$ cat src/rtl/ram_port_arbiter.sv
// ram_port_arbiter
// Shares one synchronous single-port RAM between the CPU control block and the
// program loader. Each access walks IDLE -> ACCESS -> WAIT -> RESP, so the RAM
// sees one command every four cycles and the winner gets a one-cycle ack with
// the read data already registered on rdata.
//
// Ports
//   clk, resetn          : clock, synchronous active-low reset
//   cpu_req/we/addr/wdata: CPU access request (held until cpu_ack)
//   ldr_req/we/addr/wdata: loader access request (held until ldr_ack)
//   loader_mode          : when high only the loader may be granted
//   cpu_ack, ldr_ack     : one-cycle completion pulses
//   rdata                : registered read data shared by both requesters
//   busy                 : high whenever an access is in flight
//   ram_en/we/addr/wdata : RAM command, valid in the ACCESS cycle
//   ram_rdata            : RAM read data, one cycle after a read command
`timescale 1ns/1ps

module ram_port_arbiter #(
  parameter int ADDR_W = 4,
  parameter int DATA_W = 8
) (
  input  logic              clk,
  input  logic              resetn,
  input  logic              cpu_req,
  input  logic              cpu_we,
  input  logic [ADDR_W-1:0] cpu_addr,
  input  logic [DATA_W-1:0] cpu_wdata,
  input  logic              ldr_req,
  input  logic              ldr_we,
  input  logic [ADDR_W-1:0] ldr_addr,
  input  logic [DATA_W-1:0] ldr_wdata,
  input  logic              loader_mode,
  output logic              cpu_ack,
  output logic              ldr_ack,
  output logic [DATA_W-1:0] rdata,
  output logic              busy,
  output logic              ram_en,
  output logic              ram_we,
  output logic [ADDR_W-1:0] ram_addr,
  output logic [DATA_W-1:0] ram_wdata,
  input  logic [DATA_W-1:0] ram_rdata
);

  typedef enum logic [1:0] {
    IDLE   = 2'd0,
    ACCESS = 2'd1,
    WAIT   = 2'd2,
    RESP   = 2'd3
  } state_t;

  state_t            state_q, state_d;
  logic              win_cpu_q, win_cpu_d;
  logic              last_cpu_q, last_cpu_d;
  logic              we_q, we_d;
  logic [ADDR_W-1:0] addr_q, addr_d;
  logic [DATA_W-1:0] wdata_q, wdata_d;
  logic [DATA_W-1:0] rdata_q, rdata_d;

  logic cpu_elig;
  logic ldr_elig;
  logic grant_cpu;

  // Next-state logic. The winner's command is copied into local registers
  // when leaving IDLE so requesters changing their inputs afterwards cannot
  // disturb the access. On a tie, whoever did not win last time goes first.
  always_comb begin
    state_d    = state_q;
    win_cpu_d  = win_cpu_q;
    last_cpu_d = last_cpu_q;
    we_d       = we_q;
    addr_d     = addr_q;
    wdata_d    = wdata_q;
    rdata_d    = rdata_q;

    cpu_elig  = cpu_req & ~loader_mode;
    ldr_elig  = ldr_req;
    grant_cpu = cpu_elig & (~ldr_elig | ~last_cpu_q);

    case (state_q)
      IDLE: begin
        if (cpu_elig | ldr_elig) begin
          state_d    = ACCESS;
          win_cpu_d  = grant_cpu;
          last_cpu_d = grant_cpu;
          we_d       = grant_cpu ? cpu_we    : ldr_we;
          addr_d     = grant_cpu ? cpu_addr  : ldr_addr;
          wdata_d    = grant_cpu ? cpu_wdata : ldr_wdata;
        end
      end
      ACCESS: state_d = WAIT;
      WAIT: begin
        // RAM output is valid now, one cycle after the read command.
        if (!we_q) begin
          rdata_d = ram_rdata;
        end
        state_d = RESP;
      end
      RESP:    state_d = IDLE;
      default: state_d = IDLE;
    endcase
  end

  // State registers. Reset drops any in-flight access; the last winner
  // resets to the loader so the CPU wins the first tie.
  always_ff @(posedge clk) begin
    if (!resetn) begin
      state_q    <= IDLE;
      win_cpu_q  <= 1'b0;
      last_cpu_q <= 1'b0;
      we_q       <= 1'b0;
      addr_q     <= '0;
      wdata_q    <= '0;
      rdata_q    <= '0;
    end else begin
      state_q    <= state_d;
      win_cpu_q  <= win_cpu_d;
      last_cpu_q <= last_cpu_d;
      we_q       <= we_d;
      addr_q     <= addr_d;
      wdata_q    <= wdata_d;
      rdata_q    <= rdata_d;
    end
  end

  assign ram_en    = (state_q == ACCESS);
  assign ram_we    = (state_q == ACCESS) & we_q;
  assign ram_addr  = addr_q;
  assign ram_wdata = wdata_q;
  assign cpu_ack   = (state_q == RESP) &  win_cpu_q;
  assign ldr_ack   = (state_q == RESP) & ~win_cpu_q;
  assign busy      = (state_q != IDLE);
  assign rdata     = rdata_q;

endmodule

$ cat config.mk
export PLATFORM = sky130hd
export DESIGN_NAME = ram_port_arbiter
export DESIGN_NICKNAME = d
export VERILOG_FILES = /design/src/rtl/ram_port_arbiter.sv
export SDC_FILE = /design/constraint.sdc
export NUM_CORES = 1
export LEC_CHECK = 0
export CORE_MARGIN = 1
export CORE_UTILIZATION = 54
export CTS_CLUSTER_DIAMETER = 80
export DETAILED_ROUTE_END_ITERATION = 10
export DONT_BUFFER_PORTS = 1
export GPL_ROUTABILITY_DRIVEN = 0
export PLACE_DENSITY_LB_ADDON = 0.2
export RECOVER_POWER = 50
export SYNTH_ARGS = -nofsm -noshare
export SYNTH_HDL_FRONTEND = slang
export SYNTH_SLANG_ARGS = --single-unit
$ cat constraint.sdc
create_clock -name clk -period 1.2 [get_ports clk]
set_input_delay 0.36 -clock clk [delete_from_list [all_inputs] [get_ports clk]]
set_output_delay 0.36 -clock clk [all_outputs]
set_load 0.05 [all_outputs]
==> reports/results.tsv, run 1 <==
stage	metric	value	unit
outcome	outcome	stopped before the end	
outcome	stop_stage	global routing	
outcome	first-error	[ERROR DPL-0038] Utilization greater than 100%, impossible to legalize	
logic_synthesis	yosysTopAreaCell	dfxtp_1	
clock_tree	cts.sinks	24	
sta	worst-ep-kind	output port	
clock_tree	clock_path_buffers	2	
logic_synthesis	synth_top_area_share	0.439	
logic_synthesis	synth-xor-area-share	0	
placement	portBuffers	0	
logic_synthesis	synth_area	1090	µm²
clock_tree	cts_hold_buf	0	
die	die_y	47	µm
die	initial_utilization	0.601	
clock_tree	root_buffer	clkbuf_4	
logic_synthesis	synth_warnings	0	
logic_synthesis	synth_top_family_by_area	simple AND/OR/NAND/NOR gates	
die	die_w	47	µm
placement	dp_hpwl	1730	µm
logic_synthesis	synth_fa_ha_area_frac	0.0572	
placement	pre_cts_ws	-0.119	ns
logic_synthesis	syn_avg_cell_area	8.75	µm²
logic_synthesis	ys_seq_area_frac	0.439	
clock_tree	h-tree-depth	1	
die	rows	15	
logic_synthesis	muxShareOfSynthArea	0.0824	
logic_synthesis	syn_nets	169	
logic_synthesis	synth_cell_types	21	
logic_synthesis	synthCells	125	
logic_synthesis	yosys-top-cells-area	dfxtp_1, nand2_1, mux2i_1	
clock_tree	numCtsBuffers	3	
logic_synthesis	synth_compound_area_frac	0.157	
global_routing	grt_start_max_net_pins	25	
logic_synthesis	synth_simple_gate_area_frac	0.213	
sta	grt-worst-endpoint	ram_we	
placement	dp_cells	171	
logic_synthesis	ys_ff_latch	24	
die	ios	64	
## repair_timing
item	CTS
gates resized for setup	37
gates cloned	1
buffers inserted	2
endpoints found under the setup margin	38
pin swaps	1
## cell usage after synthesis
master,instances
buf_4,1
o21ai_0,13
buf_2,3
nor2b_4,1
or3_4,1
o211a_1,1
mux2i_1,9
inv_1,3
clkbuf_1,2
dfxtp_1,24
ha_1,5
nor2_1,1
buf_6,1
and2_2,1
a31oi_1,13
o21a_2,1
and2_1,3
o22ai_1,1
inv_2,1
nand2_1,29
nor2b_1,11
## logic make-up after synthesis
kind of cell	after synthesis
flops	24
buf+inv	11
compound gates	29
mux	9
fa+ha+maj	5
simple gates	47
## stage by stage
stage | area, µm² | util
global placement | 1370 | 0.754
floorplan | 1150 | -
detailed placement | 1370 | 0.754
CTS | 1540 | 0.846
==> run 2, diff against run 1 <==
--- a/config.mk
+++ b/config.mk
@@ -5,13 +5,12 @@
 export SDC_FILE = /design/constraint.sdc
 export NUM_CORES = 1
 export LEC_CHECK = 0
-export CORE_MARGIN = 1
-export CORE_UTILIZATION = 54
-export CTS_CLUSTER_DIAMETER = 80
+export CORE_AREA = 2 2 63 65
 export DETAILED_ROUTE_END_ITERATION = 10
+export DIE_AREA = 0 0 65 67
 export DONT_BUFFER_PORTS = 1
 export GPL_ROUTABILITY_DRIVEN = 0
-export PLACE_DENSITY_LB_ADDON = 0.2
+export PLACE_DENSITY_LB_ADDON = 0.15
 export RECOVER_POWER = 50
 export SYNTH_ARGS = -nofsm -noshare
 export SYNTH_HDL_FRONTEND = slang
==> constraint.sdc (replaced) <==
create_clock -name clk -period 1.55 [get_ports clk]
set_input_delay 0.465 -clock clk [delete_from_list [all_inputs] [get_ports clk]]
set_output_delay 0.465 -clock clk [all_outputs]
set_load 0.05 [all_outputs]
==> reports/results.tsv, run 2 <==
stage	metric	value	unit	change
logic_synthesis	synth_common_cells	nand2_1, dfxtp_1, a31oi_1, o21ai_0, nor2b_1		unchanged
finish	layout_common_cells	nand2_1, dfxtp_1, o21ai_0, a31oi_1		
clock_tree	cts_hold_buf	0		unchanged
setup_path	cp_num_buf_inv	2		
sta	period_share	1.05		
logic_synthesis	synth_area	1090	µm²	unchanged
finish	postLayoutCoreUtil	0.381		
sta	slew_viol_final	0		
die	ios	64		unchanged
die	die_y	67	µm	was 47 µm
clock_tree	cts.sinks	24		unchanged
setup_path	critical_path.endpoint_type	output port		
routing	wirelength	2490	µm	
global_routing	grt_start_max_net_pins	28		
setup_path	cp.required	1.08	ns	
sta	setup_tns	-0.213	ns	
clock_tree	numCtsBuffers	3		unchanged
setup_path	crit_arrival	1.16	ns	
global_routing	grt_pass1_vias	884		
placement	dp_hpwl	1850	µm	was 1730 µm
setup_path	start_kind	register		
power_and_ir_drop	comb_power_share	0.375		
routing	firstDrtPassIters	2		
sta	fin_ws	-0.0718	ns	
die	die_w	65	µm	was 47 µm
power_and_ir_drop	p_clk_frac	0.129		
outcome	outcome	complete, but fails checks		was stopped before the end
sta	rsz0062_at_grt	true		
logic_synthesis	synth_edf_count	0		unchanged
routing	via_count	856		
routing	ant_nets	0		
sta	setup_viol_count_final	4		
sta	finClkSkew	0.00175	ns	
logic_synthesis	synth_cell_types	21		unchanged
die	rows	22		was 15
logic_synthesis	synthCells	125		unchanged
finish	finalNetCount	179		
finish	syn_to_final_growth	25.6	%	
setup_path	cp_max_fo	3		
logic_synthesis	syn_avg_cell_area	8.75	µm²	unchanged
setup_path	cp_slowest_cell	dfxtp_2		
finish	final_common_cell	nand2_1		
sta	clock.fmax	0.617	GHz	
sta	hold_viol	0		
power_and_ir_drop	seqPwrFrac	0.496		
finish	stdcell_area	1370	µm²	
power_and_ir_drop	p_per_area	1990	nW/µm²	
clock_tree	clk_latency	0.26	ns	
setup_path	worstSetupPathType	register to output port		
setup_path	path_cells	buf_6 -> ha_4 -> and2_4 -> buf_12		
die	die-area	4360	µm²	
clock_tree	h-tree-depth	1		unchanged
global_routing	grt_usage	0.118		
logic_synthesis	synth_top_area_share	0.439		unchanged
run	maxCapViolations	0		
power_and_ir_drop	p_leak	0.526	nW	
global_routing	overflow	0		
sta	worstMarginPinSlew	0.517	ns	
logic_synthesis	post-synth-top-count-cell	nand2_1		unchanged
finish	n_antenna_cell	0		
logic_synthesis	yosysTopAreaCell	dfxtp_1		unchanged
sta	relSlewSlack	0.655		
clock_tree	cts_tree	done		
logic_synthesis	ys_seq_area_frac	0.439		unchanged
finish	drive_gt1_frac	0.233		
routing	drt-initial-drc-count	15		
power_and_ir_drop	p_int	1.45	mW	
die	coreArea	3610	µm²	
logic_synthesis	synthArstFlopShare	0		unchanged
worst_hold_path	hp-class	input pin to register		
global_routing	antenna_found_initial	0		
die	initial_utilization	0.303		was 0.601
logic_synthesis	ys_ff_latch	24		unchanged
clock_tree	clock_path_buffers	2		unchanged
outcome	violations	negative setup slack		
clock_tree	root_buffer	clkbuf_8		was clkbuf_4
clock_tree	cts.reportedPaths.clkPinSlew	0.08	ns	
logic_synthesis	yosys-top-cells-area	dfxtp_1, nand2_1, mux2i_1		unchanged
power_and_ir_drop	ir_worst_vdd	810	µV	
power_and_ir_drop	p_sw	1.28	mW	
setup_path	crit_family	flip-flops		
sta	fin_crit	1.62	ns	
setup_path	slowest_delay	0.33	ns	
finish	fillers	366		
global_routing	grt_pass1_wl	3940	µm	
sta	timing.hold.ws	0.328	ns	
logic_synthesis	ys.flop_type	dfxtp_1		unchanged
routing	post-route-drc-count	0		
placement	portBuffers	0		unchanged
routing	avgViaCountPerCell	4.73		
power_and_ir_drop	switching_share	0.468		
logic_synthesis	syn_nets	169		unchanged
placement	placed_area	1220	µm²	was 1370 µm²
logic_synthesis	synth_warnings	0		unchanged
routing	avgRoutedWirePerCell	13.8	µm	
## run 2: per-stage QoR
step	power (mW)	worst slack, ns	instances
after floorplan	1.94	-0.0195	125
after global placement	2.16	-0.0852	175
after detailed placement	2.19	-0.222	175
after CTS	2.68	-0.105	180
after global routing	2.90	-0.122	181
final	2.73	-0.0718	181
## run 2: area by class of cell
type / count / area, µm² / share of cell area
flip-flops and latches: 24 / 483 / 0.352
clock buffers: 3 / 41.3 / 0.0301
repair buffers: 12 / 146 / 0.107
inverters: 4 / 22.5 / 0.0164
well taps: 48 / 60.1 / 0.0437
multi-input cells: 90 / 621 / 0.452
## run 2: cells by family (layout without fill, tap and decap cells)
logic type	count (synthesis)	in the layout	share of synthesized area
compound gates	29	29	0.157
fa+ha+maj	5	5	0.0572
flops	24	24	0.439
simple gates	47	47	0.213
buf+inv	11	19	0.0515
mux	9	9	0.0824
## run 2: power groups by stage
| stage | registers, mW | clock network, mW | logic (mW) |
|---|---|---|---|
| 2_1_floorplan | 1.33 | 0 | 0.606 |
| 3_3_place_gp | 1.35 | 0 | 0.802 |
| 3_5_place_dp | 1.36 | 0 | 0.836 |
| 4_1_cts | 1.35 | 0.377 | 0.951 |
| 5_1_grt | 1.37 | 0.410 | 1.12 |
| 6_report | 1.35 | 0.353 | 1.02 |
## run 2: worst register-to-register path, cell delays in order (launching register included)
cell	delay, ns
dfxtp_2	0.33
buf_6	0.13
inv_6	0.06
ha_4	0.14
inv_4	0.04
or3_4	0.38
o211a_1	0.22
## run 2: layer usage
metal,track usage,vias to the layer above,part of all wire
li1,-,437,-
met3,0.0507,2,0.093
met2,0.215,46,0.47
met1,0.130,371,0.43
met5,0,-,0
met4,0.0160,0,0.0032
## run 2: final timing paths
| path | cells after the start | slack [ns] | start | end |
|---|---|---|---|---|
| worst max-delay path | 4 | -0.07 | state_q[1] | cpu_ack |
| worst min-delay path | 1 | 0.33 | resetn | last_cpu_q |
| worst max register to register | 6 | 0.14 | state_q[1] | state_q[0] |
| worst min register to register | 3 | 0.65 | state_q[1] | state_q[1] |
## run 2: what timing repair did
item                                    in CTS  in global routing
gates resized for setup                     16                  7
pin swaps                                    3                  3
endpoints found under the setup margin      18                 24
buffers inserted                             2                  1
(Power assumes the default switching activity.)
==> run 3, diff against run 2 <==
--- a/config.mk
+++ b/config.mk
@@ -12,6 +12,7 @@
 export GPL_ROUTABILITY_DRIVEN = 0
 export PLACE_DENSITY_LB_ADDON = 0.15
 export RECOVER_POWER = 50
+export SLEW_MARGIN = 40
 export SYNTH_ARGS = -nofsm -noshare
 export SYNTH_HDL_FRONTEND = slang
 export SYNTH_SLANG_ARGS = --single-unit
==> results of run 3 <==
No change in the layout: final DEF, timing and power equal those of run 2.
